[src/rtl/audio_pdm_out.sv]
`default_nettype none
// ============================================================================
//  Module      : audio_pdm_out
//  Description : Output sink for the synth voice path. Latches an unsigned
//                BITDEPTH-bit sample on every rising edge of sample_clock,
//                scales it about midscale by a linear mute/unmute gain ramp,
//                and converts the result to a 1-bit first-order sigma-delta
//                PDM stream for the speaker pin.
//  Ports       : clk           - system clock
//                rst           - asynchronous, active-high reset
//                sample_clock  - sample-rate level, rising edge = new sample
//                sample_in     - unsigned sample, captured on the detected rise
//                enable        - 1 = ramp to unity gain, 0 = ramp to mute
//                pdm_out       - registered PDM bitstream
//                sample_strobe - 1-clk pulse the cycle after a rise is seen
//                state         - 0 MUTED, 1 RAMP_UP, 2 PLAYING, 3 RAMP_DOWN
//  Revision    : 1.0 - initial release
// ============================================================================
module audio_pdm_out #(
  parameter int BITDEPTH = 14,
  parameter int GAINBITS = 8
) (
  input  logic                clk,
  input  logic                rst,
  input  logic                sample_clock,
  input  logic [BITDEPTH-1:0] sample_in,
  input  logic                enable,
  output logic                pdm_out,
  output logic                sample_strobe,
  output logic [1:0]          state
);

  typedef enum logic [1:0] {
    S_MUTED     = 2'd0,
    S_RAMP_UP   = 2'd1,
    S_PLAYING   = 2'd2,
    S_RAMP_DOWN = 2'd3
  } state_t;

  // Product of a centred sample (|c| <= 2**(BITDEPTH-1)) and a gain
  // (<= 2**GAINBITS) always fits in BITDEPTH+GAINBITS signed bits.
  localparam int PW = BITDEPTH + GAINBITS;

  localparam logic [BITDEPTH-1:0] c_MID   = {1'b1, {(BITDEPTH-1){1'b0}}};
  localparam logic [GAINBITS:0]   c_UNITY = {1'b1, {GAINBITS{1'b0}}};
  localparam logic [GAINBITS:0]   c_ONE   = (GAINBITS+1)'(1);

  logic                sc_q;
  logic [BITDEPTH-1:0] sample_q;
  logic [GAINBITS:0]   gain_q,  gain_d;
  state_t              state_q, state_d;
  logic [BITDEPTH-1:0] acc_q;
  logic                pdm_q;
  logic                strobe_q;

  logic                       w_tick;
  logic [GAINBITS:0]          w_gain_up;
  logic [GAINBITS:0]          w_gain_dn;
  logic signed [BITDEPTH:0]   w_centered;
  logic signed [GAINBITS+1:0] w_gain_s;
  logic signed [PW-1:0]       w_prod;
  logic signed [BITDEPTH-1:0] w_scaled;
  logic [BITDEPTH-1:0]        w_dac;
  logic [BITDEPTH:0]          w_sum;

  // A held-high sample_clock yields exactly one tick.
  assign w_tick = sample_clock & ~sc_q;

  // Saturating gain steps: never above unity, never below zero.
  assign w_gain_up = (gain_q == c_UNITY) ? c_UNITY : gain_q + c_ONE;
  assign w_gain_dn = (gain_q == '0)      ? '0      : gain_q - c_ONE;

  // ---------------------------------------------------------------------------
  // Gain ramp FSM. State can change on any clk; gain only moves on a tick.
  // A direction reversal takes effect immediately, so the tick that coincides
  // with it already steps the gain the new way.
  // ---------------------------------------------------------------------------
  always_comb begin
    state_d = state_q;
    gain_d  = gain_q;
    case (state_q)
      S_MUTED: begin
        gain_d = '0;
        if (enable) state_d = S_RAMP_UP;
      end
      S_RAMP_UP: begin
        if (!enable) begin
          state_d = S_RAMP_DOWN;
          if (w_tick) begin
            gain_d = w_gain_dn;
            if (w_gain_dn == '0) state_d = S_MUTED;
          end
        end else if (w_tick) begin
          gain_d = w_gain_up;
          if (w_gain_up == c_UNITY) state_d = S_PLAYING;
        end
      end
      S_PLAYING: begin
        gain_d = c_UNITY;
        if (!enable) state_d = S_RAMP_DOWN;
      end
      S_RAMP_DOWN: begin
        if (enable) begin
          state_d = S_RAMP_UP;
          if (w_tick) begin
            gain_d = w_gain_up;
            if (w_gain_up == c_UNITY) state_d = S_PLAYING;
          end
        end else if (w_tick) begin
          gain_d = w_gain_dn;
          if (w_gain_dn == '0) state_d = S_MUTED;
        end
      end
      default: begin
        state_d = S_MUTED;
        gain_d  = '0;
      end
    endcase
  end

  // ---------------------------------------------------------------------------
  // Gain scaling about midscale. Unity gain is a pure shift, so the sample
  // passes through bit-exact; zero gain lands exactly on midscale.
  // ---------------------------------------------------------------------------
  assign w_centered = signed'({1'b0, sample_q} - {1'b0, c_MID});
  assign w_gain_s   = signed'({1'b0, gain_q});
  assign w_prod     = PW'(w_centered) * PW'(w_gain_s);
  assign w_scaled   = BITDEPTH'(w_prod >>> GAINBITS);
  assign w_dac      = $unsigned(w_scaled) + c_MID;

  // First-order modulator: the accumulator carry is the output bit.
  assign w_sum = {1'b0, acc_q} + {1'b0, w_dac};

  always_ff @(posedge clk or posedge rst) begin
    if (rst) begin
      sc_q     <= 1'b0;
      sample_q <= c_MID;
      gain_q   <= '0;
      state_q  <= S_MUTED;
      acc_q    <= '0;
      pdm_q    <= 1'b0;
      strobe_q <= 1'b0;
    end else begin
      sc_q     <= sample_clock;
      if (w_tick) sample_q <= sample_in;
      strobe_q <= w_tick;
      gain_q   <= gain_d;
      state_q  <= state_d;
      acc_q    <= w_sum[BITDEPTH-1:0];
      pdm_q    <= w_sum[BITDEPTH];
    end
  end

  assign pdm_out       = pdm_q;
  assign sample_strobe = strobe_q;
  assign state         = state_q;

endmodule
`default_nettype wire

[config.mk]
export PLATFORM = sky130hd
export DESIGN_NAME = audio_pdm_out
export DESIGN_NICKNAME = d
export VERILOG_FILES = /design/src/rtl/audio_pdm_out.sv
export SDC_FILE = /design/constraint.sdc
export NUM_CORES = 1
export LEC_CHECK = 0
export BUFFER_PORTS_ARGS = -buffer_cell sky130_fd_sc_hd__buf_4
export CAP_MARGIN = 25
export CORE_MARGIN = 2
export CORE_UTILIZATION = 30
export DETAILED_ROUTE_END_ITERATION = 6
export HOLD_SLACK_MARGIN = 0.05
export PLACE_DENSITY_LB_ADDON = 0.15
export SETUP_SLACK_MARGIN = 0.4
export SLEW_MARGIN = 30
export SYNTH_ARGS = -nofsm -noshare
export SYNTH_HDL_FRONTEND = slang
export SYNTH_SLANG_ARGS = --single-unit
[constraint.sdc]
create_clock -name clk -period 8.5 [get_ports clk]
set_input_delay 0.425 -clock clk [delete_from_list [all_inputs] [get_ports clk]]
set_output_delay 0.425 -clock clk [all_outputs]
set_load 0.02 [all_outputs]
# --- Word level (Yosys, flattened, before mapping) ---
# Cells that the tools add are included.
word_totals:
  latchBits: 0
  ramBits: 0
  register_bits: 42
  rom_bits: 0
  mem_count: 0
  out_inout_bits: 4
op_classes:
  bitwise_logic: 2
  reduce_logical: 5
  n_div: 0
  n_shift: 0
  n_lt_le_gt_ge: 0
  addsub: 5
  muxes: 19
  mul: 1
  eq_ne: 12
ops:
  columns: ["operator", "count"]
  rows:
  - ["two-way mux 9 bit", 5]
  - ["case mux 9 bit (3 select lines)", 1]
  - ["two-way mux 2 bit", 12]
  - ["multiplier 15 x 10 -> 22 bit", 1]
  - ["equality test 9 bit, second input constant", 2]
  - ["zero test 9 bit", 2]
  - ["adder 14 x 14 -> 15 bit", 1]
  - ["subtractor 14 x 14 -> 15 bit, second input constant", 1]
  - ["adder 14 bit, second input constant", 1]
  - ["inequality test 3 bit, second input constant", 4]
  - ["adder 9 x 1 -> 9 bit, second input constant", 1]
  - ["subtractor 9 x 1 -> 9 bit, second input constant", 1]
  - ["case mux 2 bit (4 select lines)", 1]
  - ["AND reduction 6 bit", 1]
  - ["equality test 2 bit, second input constant", 2]
  - ["inequality test 2 bit, second input constant", 2]
  - ["equality test 2 x 1 -> 1 bit, second input constant", 1]
  - ["zero test 2 bit", 1]
  - ["inequality test 2 x 1 -> 1 bit, second input constant", 1]
  - ["OR reduction 2 bit", 1]
  - ["AND 1 bit", 1]
  - ["NOT 1 bit", 1]

# --- Depth between registers and ports, before layout ---
logic_depth:
  ltp_word: 7
  mapped_depth: 27
  depth_no_buf: 24

# --- Worst setup path before layout ---
# OpenSTA, ideal clock, no wires.
synth_path:
  kind: "register -> register"
  startpoint: "register gain_q[3]"
  endpoint: "register acc_q[13]"
  synth_period_minus_slack_ps: 6863
  slack_ps: 1637
  n_path_buf: 3
  stages_incl_launch_ff: 26
  t_arrival_ps: 6792
  setup_time_ps: 71
  cell_sequence: "dfrtp_1 -> clkbuf_1 -> clkbuf_1 -> clkbuf_1 -> nand2_1 -> fa_1 -> inv_1 -> fa_1 -> fa_1 -> fa_1 -> inv_1 -> fa_1 -> inv_1 -> ha_1 -> a21o_4 -> a2111oi_4 -> nand3_2 -> a31o_1 -> xor2_1 -> ha_1 -> o21a_1 -> o2111a_1 -> o31ai_1 -> a31oi_1 -> or4_1 -> nand4_1"
synth_via:
  elab_chain_len: 3
synth_lines:
  columns: ["element", "line", "source"]
  rows:
  - ["start: declaration", "50", "logic [GAINBITS:0] gain_q, gain_d;"]
  - ["start signal: assignment", "147", "gain_q <= gain_d;"]
  - ["multiplier 15 x 10 -> 22 bit", "127", "assign w_prod = PW'(w_centered) * PW'(w_gain_s);"]
  - ["adder 14 bit", "129", "assign w_dac = $unsigned(w_scaled) + c_MID;"]
  - ["adder 14 x 14 -> 15 bit", "132", "assign w_sum = {1'b0, acc_q} + {1'b0, w_dac};"]
  - ["named net w_sum[13]", "64", "logic [BITDEPTH:0] w_sum;"]
  - ["end signal: assignment", "149", "acc_q <= w_sum[BITDEPTH-1:0];"]
  - ["end: declaration", "52", "logic [BITDEPTH-1:0] acc_q;"]
# The timed path passes the listed nets, and every way through them passes these cells.
# A chain may end at the register's enable or synchronous reset.

# --- Worst setup path in the final report ---
layout_path:
  startpoint: "register gain_q[5]"
  endpoint: "register pdm_q, in the netlist pdm_out"
layout_via:
  elab_chain_len: 3
layout_lines:
  columns: ["element", "line", "source"]
  rows:
  - ["multiplier 15 x 10 -> 22 bit", "127", null]
  - ["adder 14 bit", "129", null]
  - ["adder 14 x 14 -> 15 bit", "132", null]
  - ["named net w_sum[14]", "64", null]
  - ["end signal: assignment", "150", "pdm_q <= w_sum[BITDEPTH];"]
  - ["end: declaration", "53", "logic pdm_q;"]
# The timed path passes the listed nets, and every way through them passes these cells.

==> metrics.md <==
| Metric | Value |
|---|---|
| Post-CTS setup buffer count | `0` |
| Post-synth top flop | `dfrtp_1` |
| Gr busiest metal | `met2` |
| Setup Viol. Count Final | `0` |
| Post-synth top cells | `inv_1, nand2_1, fa_1` |
| Fin Hold WS | `roughly 0.19 ns` |
| Crit path max fanout | `25` |
| Result of the run | `finished clean` |
| Clk_skew | `0.007109 ns` |
| Nets@finish | `969` |
| # fillers | `2440` |
| Die W | `156.6 microns` |
| CTS buffer count | `5` |
| Gr usage total | `between 10% and 20%` |
| Worst-skew pair later-pin latency | `0.30 ns` |
| Worst-path cell chain | `and2_1 -> fa_1 -> fa_1 -> fa_1 -> fa_1 -> inv_1 -> fa_1 -> inv_1 -> ha_1 -> a21o_4 -> a2111oi_4 -> nand3_2 -> a31o_1 -> xor2_1 -> ha_1 -> nor3_1 -> o211ai_1 -> a31oi_1 -> a21oi_1 -> a31oi_1 -> o21ai_0` |
| Port Buffers | `21` |
| Register area | `0.001052 sq mm` |
| Slowest-stage cell, CP | `dfrtp_1` |
| CP Launch Type | `flip-flop` |
| Post-synth EDFFs | `0` |
| Synth Register Bits | `42` |
| GPL Wtd Cong | `roughly 0.75` |
| Max stage delay on crit path | `between 0.8 and 0.9 ns` |
| DR WL/cell | `around 14 microns` |
| Clock slew at reported path FFs | `roughly 0.070 ns` |
| Row Count | `55` |
| Global route overflow | `0` |
| Core ar. | `0.02278 sq mm` |
| CTS sink cnt | `between 40 and 50` |
| # IOs | `22` |
| Die H | `roughly 160 microns` |
| Yosys warning total | `0` |
| Top post-synthesis cells by area | `fa_1, dfrtp_1, ha_1, inv_1, nand2_1` |
| Yosys cell types | `59` |
| Share of the synthesized area in the top cell type | `a little under 30%` |
| Nature of the critical path endpoint | `flip-flop` |
| Vias per std cell | `approximately 4.6` |
| Vias in the first global route | `between 5000 and 6000` |
| Worst Path Arrival | `slightly above 7 ns` |
| Initial Util | `a little under a third` |
| Drt total wl | `15710 microns` |
| Cells after Synth | `795` |
| FMAX | `about 0.15 GHz` |
| Synthesis-to-finish area growth | `8.220%` |
| CTS max path bufs | `2` |
| DP HPWL | `approximately 12000 microns` |
| Worst r2r src | `gain_q[5]$_DFFE_PP0P_` |
| Fin. Hold Viols | `0` |
| Setup TNS | `0 ns` |
| Grt met1 use | `about 20%` |
| Final Critical Period | `roughly 6.9 ns` |
| Worst path required time | `around 8.7 ns` |
| Drt drc | `0` |
| Most frequent cell after synthesis | `inv_1` |
| Initial antenna violation count | `0` |
| Area leader, netlist | `fa_1` |
| First-pass GRT wire length | `between 20000 and 30000 microns` |
| Hold/Removal Path Class | `input pin to async pin` |
| Post-synthesis instance area | `approximately 0.007 sq mm` |
| Clk root buf | `clkbuf_16` |
| Least-Margin Pin Slew | `~0.84 ns` |
| Vias | `approximately 5100` |
| Die area | `around 0.025 sq mm` |
| CTS tree | `built` |
| Max-Cap Viols | `0` |
| Sequential share of the synthesized area | `between 10% and 20%` |
| Most frequent CP cell | `fa_1` |
| Ys async rst share | `100.0%` |
| 1st-pass router iterations | `4` |
| Post_cts resized | `0` |
| Post-CTS Hold Fix Bufs | `0` |
| Final Slew Violations | `0` |
| Critical Path Start | `gain_q[5]$_DFFE_PP0P_` |
| Iteration-0 DRC Markers | `~260` |
| Largest net degree at the start of global routing | `43` |
| M3 GR Usage | `1.135%` |
| Setup Crit Path Kind | `flip-flop to flip-flop` |
| ANT nets after route | `0` |
| Area of the multi-input gates | `0.005300 sq mm` |
| Layout cells sized above 1 | `under 10%` |
| Avg Inst Size Synth | `approximately 9 sq um` |
| Syn_nets | `around 980` |
| RSZ-0062 raised after global routing | `false` |
| Max transition margin | `between 40% and 50%` |
| Htree depth | `2` |
| GRT met2 Usage | `a little under a quarter` |
| ANT cells | `0` |
| Fin crit share | `about four fifths` |
[cells by family (layout without fill, tap and decap cells)]
kind of cell | count (synthesis) | count (layout) | share of synthesized area (%)
DFF | 42 | 42 | 15.06
buffers and inverters | 169 | 161 | 9.080
adders and majority gates | 165 | 165 | 40.40
and+or+nand+nor | 267 | 267 | 19.05
AOI/OAI and AO/OA | 114 | 114 | 11.53
xor gates and xnor gates | 34 | 34 | 4.262
muxes | 4 | 4 | 0.6089
[path summary, 6_finish.rpt]
kind	endpoint	cells after the start	slack, ns
min in group clk	sc_q$_DFF_PP0_	1	0.25
worst min-delay path	acc_q[6]$_DFF_PP0_	2	0.19
max in group asynchronous	sample_q[10]$_DFFE_PP0P_	2	7.90
worst max-delay path	pdm_out$_DFF_PP0_	21	1.62
worst min register to register	acc_q[0]$_DFF_PP0_	1	0.49
worst max register to register	pdm_out$_DFF_PP0_	21	1.62
[final cells by class]
cell class | count | share of cell area (%)
clock buffers | 6 | 1.704
clock inverters | 2 | 0.1820
inverters | 127 | 6.338
multi-input cells | 584 | 70.10
flip-flops and latches | 42 | 13.92
well taps | 313 | 5.180
repair buffers | 26 | 2.581
[cell usage in the layout, fill, tap and decap left out, types with 2 or more instances in the layout]
cell type,synthesis,layout
a31oi_1,8,8
a211o_1,2,2
nor2b_1,7,7
o21bai_1,6,6
xnor2_1,25,25
a41oi_1,2,2
clkbuf_16,0,5
and2_1,63,63
fa_1,101,101
a211oi_1,7,7
nor2_1,25,25
buf_4,0,26
xor2_1,9,9
o21ai_0,19,19
dfrtp_1,41,41
a221oi_1,2,2
o2bb2ai_1,2,2
o2111ai_1,4,4
or3_1,3,3
o211ai_1,4,4
nand3_1,4,4
nand2b_1,8,8
o21a_1,8,8
o311ai_1,2,2
o22ai_1,2,2
and4_1,3,3
mux2_2,2,2
inv_1,127,126
nand2_1,117,117
mux2i_1,2,2
nand4_1,7,7
ha_1,64,64
nor3_1,16,16
a21o_1,7,7
nand3b_1,3,3
a21oi_1,26,26
or4_1,3,3
[stage by stage]
step / cells / cell area [sq um] / util [%] / worst slack [ns]
6_report: 1100 / 7561 / 33.19 / 1.619
4_1_cts: 1100 / 7561 / 33.19 / 1.556
3_5_place_dp: 1092 / 7418 / 32.57 / 1.604
2_1_floorplan: 795 / 6987 / - / 1.637
5_1_grt: 1100 / 7561 / 33.19 / 1.178
3_3_place_gp: 1092 / 7416 / 32.56 / 1.704
[layer usage]
layer,part of all wire [%],up-vias
met4,1.0,0
met3,1.7,7
met1,50,2508
li1,-,2526
met2,47,43
met5,0,-
[critical path, delay by kind of cell (launching register included)]
kind                     cells  cell delay [ns]
adder cells (fa/ha/maj)      7             3.11
AO/OA/AOI/OAI                8             1.88
XOR/XNOR                     1             0.16
AND/OR/NAND/NOR              3             0.61
buffers and inverters        2             0.09
flip-flops                   1             0.89
[registers in the layout, summed over array words and instances, names as in the netlist]
signal and cells:
pdm_out 1, sample_strobe 1, sc_q 1, sample_q 14
gain_q 9, state 2, acc_q 14
Power is left out: the tool's default activity adds up to more than one toggle a clock period on the data nets, which glitch-free logic cannot reach.
